$ cat config.mk
export PLATFORM = sky130hd
export DESIGN_NAME = axi_chan_fifo_sc
export DESIGN_NICKNAME = d
export VERILOG_FILES = /design/src/rtl/axi_chan_fifo_sc.sv
export SDC_FILE = /design/constraint.sdc
export NUM_CORES = 1
export LEC_CHECK = 0
export BUFFER_PORTS_ARGS = -buffer_cell sky130_fd_sc_hd__buf_2
export CAP_MARGIN = 20
export CORE_UTILIZATION = 60
export DETAILED_ROUTE_END_ITERATION = 8
export PLACE_DENSITY_LB_ADDON = 0.2
export SYNTH_ARGS = -nofsm -noshare
export SYNTH_HDL_FRONTEND = slang
export SYNTH_SLANG_ARGS = --single-unit
$ cat constraint.sdc
create_clock -name clk_i -period 4.9 [get_ports clk_i]
set_input_delay 0.245 -clock clk_i [delete_from_list [all_inputs] [get_ports clk_i]]
set_output_delay 0.245 -clock clk_i [all_outputs]
set_load 0.005 [all_outputs]
$ cat src/rtl/axi_chan_fifo_sc.sv
// Single-clock FWFT channel FIFO with occupancy count and almost-full/empty thresholds.
// Optional sticky overflow/underflow flags are enabled by defining AXI_FIFO_ERR_EN.
module axi_chan_fifo_sc #(
  parameter int unsigned WIDTH  = 49,
  parameter int unsigned DEPTH  = 4,
  parameter int unsigned AF_LVL = DEPTH - 1,
  parameter int unsigned AE_LVL = 1
) (
  input  logic                     clk_i,
  input  logic                     rst_ni,
  input  logic                     push_i,
  input  logic [WIDTH-1:0]         wdata_i,
  output logic                     full_o,
  output logic                     almost_full_o,
  input  logic                     pop_i,
  output logic [WIDTH-1:0]         rdata_o,
  output logic                     empty_o,
  output logic                     almost_empty_o,
`ifdef AXI_FIFO_ERR_EN
  output logic                     ovf_err_o,
  output logic                     udf_err_o,
`endif
  output logic [$clog2(DEPTH):0]   count_o
);

  localparam int unsigned AW = $clog2(DEPTH);
  localparam int unsigned PW = AW + 1;

  logic [PW-1:0]    wptr_q, wptr_d;
  logic [PW-1:0]    rptr_q, rptr_d;
  logic [WIDTH-1:0] mem_q [DEPTH];
  logic             ren, wen;

  // Flags and count derive purely from the registered pointers; MSB is the wrap bit.
  always_comb begin
    empty_o        = (wptr_q == rptr_q);
    full_o         = (wptr_q[AW] != rptr_q[AW]) && (wptr_q[AW-1:0] == rptr_q[AW-1:0]);
    count_o        = wptr_q - rptr_q;
    almost_full_o  = (count_o >= PW'(AF_LVL));
    almost_empty_o = (count_o <= PW'(AE_LVL));
    rdata_o        = empty_o ? '0 : mem_q[rptr_q[AW-1:0]];
  end

  // A pop in the same cycle frees a slot, so a push into a full FIFO still lands.
  always_comb begin
    ren    = pop_i & ~empty_o;
    wen    = push_i & (~full_o | ren);
    rptr_d = ren ? rptr_q + PW'(1) : rptr_q;
    wptr_d = wen ? wptr_q + PW'(1) : wptr_q;
  end

  always_ff @(posedge clk_i or negedge rst_ni) begin
    if (!rst_ni) begin
      wptr_q <= '0;
      rptr_q <= '0;
      for (int i = 0; i < int'(DEPTH); i++) mem_q[i] <= '0;
    end else begin
      wptr_q <= wptr_d;
      rptr_q <= rptr_d;
      if (wen) mem_q[wptr_q[AW-1:0]] <= wdata_i;
    end
  end

`ifdef AXI_FIFO_ERR_EN
  logic ovf_err_q, ovf_err_d;
  logic udf_err_q, udf_err_d;

  // Sticky: a dropped push or a pop on empty latches until reset.
  always_comb begin
    ovf_err_d = ovf_err_q | (push_i & full_o & ~ren);
    udf_err_d = udf_err_q | (pop_i & empty_o);
  end

  always_ff @(posedge clk_i or negedge rst_ni) begin
    if (!rst_ni) begin
      ovf_err_q <= 1'b0;
      udf_err_q <= 1'b0;
    end else begin
      ovf_err_q <= ovf_err_d;
      udf_err_q <= udf_err_d;
    end
  end

  assign ovf_err_o = ovf_err_q;
  assign udf_err_o = udf_err_q;
`endif

endmodule

Word level (Yosys, flattened, before mapping)
Cells that the tools add are included.
{"block": "word_totals", "out_inout_bits": 56, "ff_bits": 202, "wordCells": 33, "in_bits": 53}
{"block": "op_classes", "n_lt_le_gt_ge": 5, "add_sub_neg": 3, "bitwise": 7, "reduce_logical": 2, "n_mux": 7, "eq_ne": 3}
{"op": "bitwise mux 196 bit", "n": 1}
{"op": "two-way mux 49 bit", "n": 4}
{"op": "binary-select mux 49 bit (select 2 bit)", "n": 1}
{"op": "demux 49 bit (select 2 bit)", "n": 1}
{"op": "adder 3 x 1 -> 3 bit (second input constant)", "n": 2}
{"op": ">= comparator 3 bit (second input constant)", "n": 2}
{"op": "NOT 2 -> 3 bit", "n": 2}
{"op": "equality test 3 bit", "n": 1}
{"op": ">= comparator 3 x 2 -> 1 bit (second input constant)", "n": 1}
{"op": "<= comparator 3 x 1 -> 1 bit (second input constant)", "n": 1}
{"op": "less-than comparator 3 x 1 -> 1 bit (second input constant)", "n": 1}
{"op": "subtractor 3 bit", "n": 1}
{"op": "bitwise AND 1 bit", "n": 2}
{"op": "equality test 2 bit", "n": 1}
{"op": "logical AND 1 bit", "n": 2}
{"op": "NOT 1 bit", "n": 2}
{"op": "inequality test 1 bit", "n": 1}
{"op": "OR 1 bit", "n": 1}

Longest topological paths before layout
Gate-level depths: netlist of the first run.
{"block": "depth", "depth_word": 6, "mapped_depth": 9, "ltp_nobuf": 6}

Worst setup path before layout of the first run
No wires, ideal clock.
{"block": "synth_path", "path_type": "reg-to-reg", "start": "register rptr_q[1]", "end": "register mem_q[136] in the netlist's numbering", "n_path_buf": 4, "setup_slack_ps": 2402, "t_arrival_ps": 2370, "setup_time_ps": 127, "synth_period_minus_slack_ps": 2498, "path_stages_with_launch": 10, "required_time_ps": 4773, "path_cell_list": "dfrtp_1 clkbuf_1 clkbuf_1 inv_1 ha_1 nand3b_1 o211ai_2 buf_4 buf_6 mux2_1"}
{"block": "synth_between", "elab_chain_len": 5, "elab_cells_between_ends": 8, "classes_between": "eq/ne (2); bitwise (5); reduce/logical (1)"}
{"item": "start, declared", "line_no": "30", "text": "logic [PW-1:0] rptr_q, rptr_d;"}
{"item": "start signal, assigned", "line_no": "59", "text": "rptr_q <= rptr_d;"}
{"item": "equality test 3 bit or equality test 2 bit (tied branches)", "line_no": "36, 37"}
{"item": "NOT 1 bit or logical AND 1 bit (tied branches)", "line_no": "46, 37"}
{"item": "bitwise AND 1 bit or NOT 1 bit (tied branches)", "line_no": "46, 47"}
{"item": "OR 1 bit (*)", "line_no": "47", "text": "wen = push_i & (~full_o | ren);"}
{"item": "bitwise AND 1 bit (*)", "line_no": "47"}
{"item": "end signal, assigned by index", "line_no": "60", "text": "if (wen) mem_q[wptr_q[AW-1:0]] <= wdata_i;"}
{"item": "end, declared", "line_no": "31", "text": "logic [WIDTH-1:0] mem_q [DEPTH];"}
Mark *: on every way between the ends. The rest lies on a longest branch, timed or not.
A chain may end at the register's enable or synchronous reset.

Worst setup path in the final report of the first run
{"block": "layout_path", "start": "register wptr_q[0]", "end": "output rdata_o[23]"}
{"block": "layout_between", "elab_chain_len": 2}
{"item": "start, declared", "line_no": "29", "text": "logic [PW-1:0] wptr_q, wptr_d;"}
{"item": "start signal, assigned", "line_no": "58", "text": "wptr_q <= wptr_d;"}
{"item": "equality test 3 bit", "line_no": "36", "text": "empty_o = (wptr_q == rptr_q);"}
{"item": "two-way mux 49 bit", "line_no": "41", "text": "rdata_o = empty_o ? '0 : mem_q[rptr_q[AW-1:0]];"}
{"item": "end, declared", "line_no": "16", "text": "output logic [WIDTH-1:0] rdata_o,"}
Every way passes these cells.

==> impl_metrics.json, run 1 <==
{
  "slowest_stage": "nor2_4",
  "criticalPathCategory": "reg2out",
  "yosys-top-cells-count": "dfrtp_1 (202), mux2_2 (168), mux4_2 (49), nor2b_1 (49), mux2_1 (30)",
  "rsz0062_at_grt": "no",
  "ant_nets": 0,
  "dpl_worst_slack_ns": 1.795,
  "yosys_warnings": 0,
  "hp-class": "in2reg",
  "grt_pass1_wl_um": 31080,
  "pin_count": 109,
  "wirelength_um": 18800,
  "hold_path_depth": 2,
  "grt_start_max_net_pins": 103,
  "fill_cells": 942,
  "hpwl_um": 11350,
  "wl_per_cell_um": 21.27,
  "max_freq_ghz": 0.3065,
  "synthXorXnorAreaFrac_pct": 0.5564,
  "worst_slack_ns": 1.637,
  "tightest_slew_ns": 1.038,
  "setup_tns_ns": 0,
  "async_flop_share_pct": 100.0,
  "die_w_um": 126.0,
  "cts.sinks": 202,
  "clock_tree.root_cell": "clkbuf_16",
  "start_kind": "flop",
  "rows": 44,
  "layout.nets": 746,
  "reg2reg_depth": 6,
  "synth-seq-cells": 202,
  "vias": 5280,
  "start_util_pct": 62.49,
  "io_buffers": 108,
  "seq_area_um2": 5060,
  "power_density_nw_per_um2": 787.9,
  "cts_buffer_depth": 3,
  "reg2reg_to": "mem_q[110]",
  "hp-start": "wdata_i[39]",
  "area_delta_synth_final_pct": 16.37,
  "crit_start": "wptr_q[0]",
  "cpPeakStageDelay_ns": 0.80,
  "arrival_ns": 3.02,
  "synth_cells": 575,
  "synth_top_area_cell": "dfrtp_1",
  "crit_path_cell_trace": "inv_1 > ha_1 > nand2_1 > nor2_4 > buf_4 > nor2b_1 > buf_2",
  "gp_congestion": 0.8065,
  "yosysSeqAreaShare_pct": 54.82,
  "relSlewSlack_pct": 30.45,
  "syn-num-nets": 636,
  "grt_pass1_vias": 5845,
  "clk_pin_slew_ns": 0.06,
  "timing.rr.start": "wptr_q[0]",
  "endpoint_kind": "primary output",
  "worstPathRequired_ns": 4.66,
  "drt-initial-drc-count": 219,
  "synth_most_common_cell": "dfrtp_1",
  "leakage_nw": 4.734,
  "diodes": 0,
  "clock_latency_ns": 0.50,
  "drt_pass1_iterations": 4,
  "synth-compound-area-share_pct": 0.9228,
  "cts_resized": 0,
  "ys_top_cells_by_area": "dfrtp_1 (55%), mux2_2 (21%), mux4_2 (12%)",
  "peakVddDrop_uv": 380.5,
  "antenna_found_initial": 0,
  "drive_gt1_share_pct": 54.29,
  "numCtsBuffers": 21,
  "synth_ff_type": "dfrtp_1",
  "outcome": "completed",
  "drv_slew": 0,
  "netlist_area_um2": 9220,
  "yosys.area_share.adder_pct": 1.167,
  "synth_top_family_by_area": "multiplexers",
  "period_needed_ns": 3.263,
  "yosys.area_share.simple_pct": 3.949,
  "die_height_um": 126.0,
  "die_area_um2": 15870,
  "path_max_fanout": 34,
  "track_usage_pct": 25.26,
  "cts_tree": "yes",
  "overflow": 0,
  "r2r_setup_slack_ns": 1.77,
  "min_to": "mem_q[88]",
  "fin_crit_sh_pct": 66.59,
  "synth_edf_count": 0,
  "synthMuxAreaShare_pct": 36.15,
  "ys_types": 26,
  "h-tree-depth": 1,
  "coreArea_um2": 14750,
  "setup_viol": 0,
  "drv_cap": 0,
  "vias_per_cell": 5.973,
  "skew_ns": 0.01028,
  "drc": 0,
  "avgSynthCellArea_um2": 16.03,
  "synth_top_area_share_pct": 54.82,
  "multi_input_area_um2": 3983,
  "hold_viol_final": 0
}
flip-flops by register name, indices dropped and copies added, names as in the netlist:
register / flops
mem_q: 196
rptr_q: 3
wptr_q: 3
per-stage QoR:
step	hold slack (ns)	std cells	area [µm²]	utilization, %	total power, mW
floorplan	-0.05059	575	9220	-	5.517
global placement	0.3729	840	9928	67.29	6.623
detailed placement	0.3898	840	9928	67.29	6.822
CTS	0.001565	883	10700	72.53	8.511
global route	0.006958	884	10730	72.72	8.970
finish	0.01417	884	10730	72.72	8.454
power breakdown:
group	internal [mW]	switching, mW	total (mW)	leakage [nW]
sequential	2.54	0.441	2.98	2.39
clock	0.995	0.648	1.64	0.346
combinational	2.20	1.63	3.83	2.00
total	5.74	2.72	8.45	4.73
worst max-delay path by stage:
stage                              to  slack (ns)
final                     rdata_o[23]        1.64
after global routing      rdata_o[38]        1.46
after CTS                 rdata_o[38]        1.62
after detailed placement   mem_q[109]        1.80
after global placement     mem_q[113]        1.90
after floorplan            mem_q[136]        2.40
cell usage in the layout, fill, tap and decap left out, types with 2 or more instances in the layout:
| cell type | n |
|---|---|
| dfrtp_1 | 200 |
| mux2_2 | 168 |
| buf_2 | 107 |
| mux4_2 | 49 |
| nor2b_1 | 49 |
| mux2_1 | 30 |
| clkbuf_16 | 21 |
| buf_4 | 9 |
| ha_1 | 7 |
| inv_1 | 5 |
| dlygate4sd3_1 | 5 |
| nand2_1 | 4 |
| clkbuf_8 | 4 |
| clkinv_2 | 4 |
| clkinvlp_4 | 4 |
| nor2_1 | 3 |
| xnor2_1 | 3 |
| o21ai_0 | 3 |
| o211ai_4 | 3 |
| bufinv_16 | 3 |
| nand3b_1 | 2 |
| clkbuf_1 | 2 |
cell type report:
cell class | instances | area share, %
clock buffer | 26 | 5.353
tap | 184 | 2.146
clock inverter | 12 | 1.388
multi-input combinational | 331 | 37.12
sequential | 202 | 47.16
timing repair buffer | 124 | 6.659
inverter | 5 | 0.1749
repair_timing:
item,CTS,global route
endpoints found under the setup margin,0,0
buffers inserted,0,0
hold buffers,5,0
endpoints found under the hold margin,107,0
per-layer routing:
layer	vias up	global-route usage, %	share of wire, %
met5	-	0	0
li1	2335	-	-
met4	0	6.024	1.8
met1	2797	34.00	43
met2	122	43.32	51
met3	26	4.291	4.0
worst max-delay path: cells and delay by family (launching register included):
family / cells / cell delay (ns)
AND/OR/NAND/NOR: 3 / 1.09
buffers and inverters: 3 / 0.67
flip-flops: 1 / 0.41
adder cells (fa/ha/maj): 1 / 0.35
logic make-up after synthesis:
logic type      Yosys count
compound gates           10
simple gates             61
xor+xnor                  5
flops                   202
mux                     247
buf+inv                  42
fa+ha+maj                 8
Power figures use the tool's default switching activity.
==> inputs of run 2 (changes only) <==
ABC_AREA = 1   (was not set)
CORE_UTILIZATION = 53   (was 60)
clock period = 2.62 ns   (was 4.9 ns; I/O delays follow)
==> run 2 against run 1 <==
Clock power increased by 88%. Clock-buffer cell count increased by 10. Worst hold slack improved by 0.26 ns. First-iteration DRC count increased to 3.9 times the previous value. Synthesized cell count increased by 130%. Sequential share of layout area decreased by 5.3 points. Via count increased by 83%. Non-clock buffer count increased by 71. Critical path type unchanged.
==> impl_metrics.json, run 2 <==
{
  "outcome": "completed",
  "hold_viol_final": 0,
  "clock_tree.root_cell": "clkbuf_16",
  "syn-num-nets": 1376,
  "layout.nets": 1470,
  "final_common_cell": "nand2_1",
  "seq_area_um2": 5057,
  "endpoint_kind": "primary output",
  "arrival_ns": 2.43,
  "reg2reg_to": "mem_q[174]",
  "start_util_pct": 54.25,
  "setup_viol": 0,
  "synth_top_area_share_pct": 49.65,
  "peakVddDrop_uv": 682.7,
  "path_max_fanout": 30,
  "period_needed_ns": 2.565,
  "reg2reg_depth": 9,
  "multi_input_area_um2": 4493,
  "crit_end": "rdata_o[29]",
  "hp-class": "in2async",
  "drt-initial-drc-count": 859,
  "ant_nets": 0,
  "worstPathRequired_ns": 2.49,
  "max_freq_ghz": 0.3899,
  "track_usage_pct": 30.46,
  "vias_per_cell": 5.844,
  "wl_per_cell_um": 17.90,
  "relSlewSlack_pct": 42.84,
  "drt_pass1_iterations": 7,
  "clock_latency_ns": 0.50,
  "synth_ff_type": "dfrtp_1",
  "numCtsBuffers": 23,
  "slowest_stage": "inv_2",
  "cts_setup_buffers": 0,
  "synth_top_area_cell": "dfrtp_1",
  "fin_crit_sh_pct": 97.90,
  "rows": 50,
  "drv_cap": 0,
  "synth_edf_count": 0,
  "grt_pass1_vias": 9266,
  "tightest_slew_ns": 0.8574,
  "h-tree-depth": 1,
  "drv_slew": 0,
  "io_buffers": 108,
  "clk_pin_slew_ns": 0.06,
  "die_w_um": 140.6,
  "r2r_setup_slack_ns": 0.35,
  "synth-seq-cells": 202,
  "avgSynthCellArea_um2": 7.742,
  "worst_slack_ns": 0.05512,
  "pin_count": 109,
  "drive_gt1_share_pct": 13.56,
  "drc": 0,
  "yosysSeqAreaShare_pct": 49.65,
  "timing.rr.start": "wptr_q[0]",
  "yosys_warnings": 0,
  "grt_start_max_net_pins": 112,
  "yosys-top-cells-count": "nand2_1 (411), dfrtp_1 (202), nor2_1 (198), nand4_1 (197), o21ai_0 (90)",
  "ys_types": 21,
  "cpPeakStageDelay_ns": 0.47,
  "skew_ns": 0.008136,
  "wirelength_um": 29660,
  "leakage_nw": 6.144,
  "criticalPathCategory": "reg2out",
  "ys_top_cells_by_area": "dfrtp_1 (50%), nand2_1 (15%), nand4_1 (12%)",
  "final_util_pct": 64.33,
  "whs_ns": 0.2746,
  "hpwl_um": 15980,
  "overflow": 0,
  "synth_most_common_cell": "nand2_1",
  "largest_registers": "mem_q x196, rptr_q x3, wptr_q x3",
  "netlist_area_um2": 10180,
  "antenna_found_initial": 0,
  "fill_cells": 1643,
  "cts_buffer_depth": 3,
  "final_cell_mix": "nand2_1 (411), dfrtp_1 (200), nor2_1 (198)",
  "power_mw": 16.34,
  "area_delta_synth_final_pct": 18.58,
  "diodes": 0,
  "start_kind": "flop",
  "crit_start": "rptr_q[0]",
  "async_flop_share_pct": 100.0,
  "die_area_um2": 19770,
  "power_density_nw_per_um2": 1353,
  "die_height_um": 140.6,
  "crit_path_cell_trace": "buf_4 > inv_2 > buf_12 > o21ai_0 > a21oi_2 > buf_2",
  "synth_cells": 1315,
  "gp_congestion": 0.7699,
  "vias": 9684,
  "cts.sinks": 202,
  "cts_tree": "yes",
  "coreArea_um2": 18770,
  "dpl_worst_slack_ns": 0.3787,
  "grt_pass1_wl_um": 48090,
  "largest_register_ffs": 196,
  "largest-register": "mem_q"
}
==> run 2: cell types whose count changed after synthesis, sizes merged, moves of 53 or more <==
| cell | before | now |
|---|---|---|
| nand4 | 0 | 197 |
| nor2 | 4 | 198 |
| nand2 | 4 | 412 |
| o21ai | 4 | 99 |
| buf | 25 | 78 |
| mux2 | 198 | 0 |
==> run 2: critical path, delay by kind of cell (launching register included) <==
family | cells | cell delay [ns]
buf+inv | 4 | 1.12
compound gates | 2 | 0.39
flops | 1 | 0.42
==> run 2: metal layers <==
layer	GRT usage, %	up-vias	share of wire [%]
met1	41.80	4610	42
met2	51.01	424	48
met3	3.567	50	7.5
li1	-	4600	-
met5	0	-	0
met4	9.211	0	2.1
==> run 2: how the worst min path moves through the flow <==
| stage | end | cells after the start | from | slack, ns |
|---|---|---|---|---|
| global route | mem_q[45] | 2 | rst_ni | 0.33 |
| floorplan | mem_q[0] | 0 | rst_ni | -0.16 |
| global placement | mem_q[147] | 1 | rst_ni | 0.27 |
| finish | mem_q[45] | 2 | rst_ni | 0.27 |
| detailed placement | mem_q[147] | 1 | rst_ni | 0.26 |
| CTS | mem_q[147] | 2 | rst_ni | 0.30 |
==> run 2: final cells by class <==
cell class,count,share of cell area (%)
multi-input combinational,974,37.22
inverter,13,0.4249
clock inverter,3,0.3316
sequential,202,41.89
tap,234,2.425
clock buffer,36,5.586
timing repair buffer,195,12.13
==> run 2: through the flow <==
step	area, µm²	cells	setup TNS [ns]
final	12070	1657	0
after global routing	12070	1657	-0.007241
after CTS	12060	1657	0
after detailed placement	10820	1566	0
after global placement	10820	1566	0
after floorplan	10180	1315	0
==> run 2: logic make-up (layout without fill, tap and decap cells) <==
family | Yosys count | count (layout) | share of synthesized area (%)
simple gates | 816 | 816 | 35.33
flops | 202 | 202 | 49.65
compound gates | 148 | 148 | 7.275
buf+inv | 139 | 247 | 6.513
fa+ha+maj | 8 | 8 | 1.057
xor+xnor | 2 | 2 | 0.1721
==> run 2: power by group <==
part	leakage [nW]	internal, mW	switching, mW
clock network	0.351	1.85	1.24
logic	3.27	2.87	5.07
registers	2.53	4.57	0.743
==> run 2: timing repair <==
| item | CTS | global route |
|---|---|---|
| hold endpoints to repair | 288 | 0 |
| hold buffers | 52 | 0 |
| gates resized for setup | 0 | 5 |
| setup endpoints to repair | 0 | 9 |
